--- config.mk ---
export PLATFORM = sky130hd
export DESIGN_NAME = mux41_rr_sched
export DESIGN_NICKNAME = d
export VERILOG_FILES = /design/src/rtl/mux41_rr_sched.sv
export SDC_FILE = /design/constraint.sdc
export NUM_CORES = 1
export LEC_CHECK = 0
export CAP_MARGIN = 30
export CORE_UTILIZATION = 45
export CTS_CLUSTER_DIAMETER = 60
export CTS_CLUSTER_SIZE = 8
export DETAILED_ROUTE_END_ITERATION = 6
export GPL_TIMING_DRIVEN = 0
export PLACE_DENSITY = 0.79
export SYNTH_ARGS = -nofsm -noshare
export SYNTH_HDL_FRONTEND = slang
export SYNTH_SLANG_ARGS = --single-unit
--- constraint.sdc ---
create_clock -name clk -period 2.1 [get_ports clk]
set_input_delay 0.63 -clock clk [delete_from_list [all_inputs] [get_ports clk]]
set_output_delay 0.63 -clock clk [all_outputs]
set_load 0.005 [all_outputs]
--- src/rtl/mux41_rr_sched.sv ---
// mux41_rr_sched: round-robin arbiter driving a registered 4:1 one-bit mux (S1/S0 = sel).
// Define MUX41_SCHED_LOCK_EN to add a lock input that suppresses hold-limit rotation.
module mux41_rr_sched #(
    parameter int HOLD_MAX = 4
) (
    input  logic       clk,
    input  logic       rst_n,
    input  logic [3:0] req,
    input  logic [3:0] d,
`ifdef MUX41_SCHED_LOCK_EN
    input  logic       lock,
`endif
    output logic [3:0] gnt,
    output logic [1:0] sel,
    output logic       valid,
    output logic       y
);
    typedef enum logic {IDLE, GRANT} state_t;
    state_t     state;
    logic [3:0] cnt;
    logic [1:0] last;
    logic [2:0] first, nxt;
    logic       locked;

    // Returns {found, index}, scanning p+1, p+2, p+3 and optionally p itself.
    function automatic logic [2:0] pick(input logic [1:0] p, input logic [3:0] r, input logic incl);
        logic [2:0] res;
        logic [1:0] i;
        res = 3'b000;
        for (int k = 4; k >= 1; k--) begin
            i = p + 2'(k);
            if (r[i] && (k != 4 || incl)) res = {1'b1, i};
        end
        return res;
    endfunction

    always_comb begin
        first = pick(last, req, 1'b1);
        nxt   = pick(sel, req, 1'b0);
    end

`ifdef MUX41_SCHED_LOCK_EN
    assign locked = lock;
`else
    assign locked = 1'b0;
`endif

    always_ff @(posedge clk or negedge rst_n) begin
        if (!rst_n) begin
            state <= IDLE;
            gnt   <= 4'b0000;
            sel   <= 2'b00;
            valid <= 1'b0;
            y     <= 1'b0;
            cnt   <= 4'd0;
            last  <= 2'd3;
        end else begin
            valid <= |gnt;
            y     <= |gnt & d[sel];
            if (state == IDLE) begin
                gnt <= 4'b0000;
                if (first[2]) begin
                    state <= GRANT;
                    gnt   <= 4'b0001 << first[1:0];
                    sel   <= first[1:0];
                    last  <= first[1:0];
                    cnt   <= 4'd0;
                end
            end else if (!req[sel] || (!locked && cnt == 4'(HOLD_MAX - 1))) begin
                // Release or hold-limit rotation: hand over directly with no idle bubble.
                if (nxt[2]) begin
                    gnt  <= 4'b0001 << nxt[1:0];
                    sel  <= nxt[1:0];
                    last <= nxt[1:0];
                    cnt  <= 4'd0;
                end else if (!req[sel]) begin
                    state <= IDLE;
                    gnt   <= 4'b0000;
                end
            end else if (!locked) begin
                cnt <= cnt + 4'd1;
            end
        end
    end
endmodule
==> run_results.csv <==
group,metric,value,unit
critical_path,cp_cell_sequence,"dlygate4sd2_1 > mux4_2 > a21oi_4 > nand3_2 > a221oi_2 > a31o_2",
clocking,cts_tree,"done",
grt,grt_pass1_vias,892,
die,core,0.00219,mm2
clocking,cts_max_level,1,
run_status,status,"finished clean",
timing,fin_crit_sh,97.5,%
die,rows,17,
die,dieArea,0.00251,mm2
synthesis,synth-warning-count,0,
critical_path,cp.arrival,2270,ps
critical_path,worstPathRequired,2320,ps
power,peakVddDrop,0.808,mV
drt,avgViaCountPerCell,5.70,
job,maxCapViolCount,0,
synthesis,synth_top_cell_by_area,"dfrtp_1",
drt,routed-via-count,872,
synthesis,synth_top_area_share,31.3,%
timing,final_max_slew_viol_count,0,
cells_and_area,multi_input_area,659,um2
timing,max_freq,0.489,GHz
timing,finalHoldViolCount,0,
die,start_util,47.5,%
die,io_pins,18,
power,power.total,1.71,mW
critical_path,cp-end-kind,"flip-flop",
synthesis,ys_seq_area_share,36.3,%
synthesis,synth_flop_cell,"dfrtp_1",
drt,drt_iter0_drc,14,
timing,min_period,2050,ps
grt,antenna_found_initial,0,
clocking,numCtsBuffers,3,
grt,grt_max_degree,16,
die,die_y,50.1,um
critical_path,crit_path_start_kind,"input port",
clocking,clk_pin_slew,80,ps
critical_path,cp_num_buf_inv,1,
clocking,cts-root-buf,"clkbuf_4",
timing,fin_ws,53.1,ps
drt,routed_wl,2270,um
placed_design,post-place-ws,-645,ps
synthesis,synth.distinct_cells,47,
placed_design,port_buffers,16,
timing,finalSetupViolations,0,
placed_design,gp_congestion,0.793,
power,p_leak,0.560,nW
synthesis,synth_nets,112,
synthesis,synth_seq_cells,15,
clocking,hold_buffers,0,
power,power_switching,0.639,mW
placed_design,post-dp-hpwl,1670,um
clocking,ctsLongestPathBuffers,2,
critical_path,slowest_delay,550,ps
synthesis,syn_area_per_cell,10.3,um2
power,p_int,1.07,mW
synthesis,synth_area_leaders,"dfrtp_1 (31%), dfstp_2 (5.1%), mux2_2 (4.3%), mux4_2 (4.3%), mux2i_1 (3.9%)",
power,p_per_area,1260,mW/mm2
cells_and_area,final_nets,137,
cells_and_area,drive_gt1_share,32.8,%
grt,grt_usage,21.3,%
hold_path,hold_class,"reg -> reg",
clocking,clk_latency,280,ps
synthesis,synthArstFlopShare,100,%
power,power_frac_seq,30.6,%
grt,grt-ovfl-total,0,
drt,drc_errors,0,
timing,slew_headroom,56.4,%
synthesis,syn_inst,101,
critical_path,cp_max_fo,9,
timing,clock_skew,4.06,ps
drt,wl_per_cell,14.8,um
power,pwr-share-clk,9.4,%
power,switching_share,37.5,%
clocking,clkSinkCount,15,
grt,grt_pass1_wl,3970,um
timing,worstMarginPinSlew,653,ps
synthesis,netlist_area,0.00104,mm2
critical_path,cp_slowest_cell,"mux4_2",
synthesis,synthTopCellsByCount,"dfrtp_1 (13), nand2_1 (7), nor2_1 (7)",
cells_and_area,antenna_cells,0,
synthesis,yosysMostFrequentCell,"dfrtp_1",
power,combPwrFrac,60.0,%
die,die-width,50.1,um
cells_and_area,seqCellArea,378,um2
cells_and_area,n_fill_cell,181,
critical_path,worstSetupPathType,"in -> reg",
timing,rsz0062_at_grt,"no",
critical_path,critical_path.top_delay_family,"compound AO/OA/AOI/OAI gates",
cells_and_area,area_growth,30.2,%
synthesis,synth-edff-count,0,
drt,ant_nets,0,
drt,first_pass_iters,4,
-- power groups by stage --
stage               registers (mW)  clock network (mW)  logic (mW)
floorplan                    0.511                   0       0.680
global placement             0.520                   0       0.922
detailed placement           0.529                   0       0.943
CTS                          0.523               0.165        1.01
global route                 0.541               0.180        1.12
finish                       0.522               0.160        1.02
-- placed cells by master (no fill, tap or decap), types with 4 or more instances in the layout --
master | synthesis | final
mux2_2 | 4 | 4
dfrtp_1 | 13 | 13
nor2_1 | 7 | 7
buf_6 | 2 | 4
o22ai_1 | 4 | 4
nand2_1 | 7 | 7
clkdlybuf4s50_1 | 0 | 13
buf_4 | 2 | 5
mux2i_1 | 4 | 4
a21oi_1 | 4 | 4
-- flip-flops by register name, indices dropped and copies added, names as in the netlist --
signal / cells
y: 1
valid: 1
state: 1
cnt: 4
gnt: 4
last: 2
sel: 2
-- metal layers --
layer / global-route usage, % / wire (um)
met4: 3.33 / 8
met2: 36.9 / 1160
met5: 0 / 0
met3: 7.10 / 109
met1: 25.7 / 987
-- stage by stage --
stage               area, um2  hold slack (ps)  std cells  utilization, %  TNS [ps]
CTS                      1340              515        153            61.2     -7.67
detailed placement       1230              504        145            56.4     -6010
floorplan                1040              334        101               -         0
global route             1350              554        153            61.8         0
global placement         1230              487        145            56.4     -5230
finish                   1350              514        153            61.8         0
-- path summary, 6_finish.rpt --
path,slack (ps),end,depth (start not counted),start
worst max-delay path,50,sel[0],6,req[2]
worst min-delay path,510,valid,1,gnt[2]
worst max register to register,250,sel[0],6,cnt[0]
worst min register to register,510,valid,1,gnt[2]
max in group asynchronous,940,sel[0],1,rst_n
min in group asynchronous,740,y,1,rst_n
-- timing repair --
action,in CTS,in global routing
resized for setup,12,4
endpoints found under the setup margin,12,11
pin swaps,6,3
setup buffers,4,0
-- area by class of cell --
cell class                 count  area share (%)
buffer                         6            4.25
sequential                    15            27.9
timing repair buffer          20            14.0
clock buffer                   4            1.94
inverter                       2           0.555
tap                           28            2.59
multi-input combinational     78            48.7
-- logic make-up (layout without fill, tap and decap cells) --
family,count (synthesis),count (layout),share of synthesized area (%)
xor+xnor,2,2,1.69
compound gates,31,31,24.5
simple gates,34,34,18.5
flops,15,15,36.3
buf+inv,8,32,5.17
fa+ha+maj,1,1,1.20
mux,10,10,12.5
No activity file was read; power rests on OpenSTA's default activity.
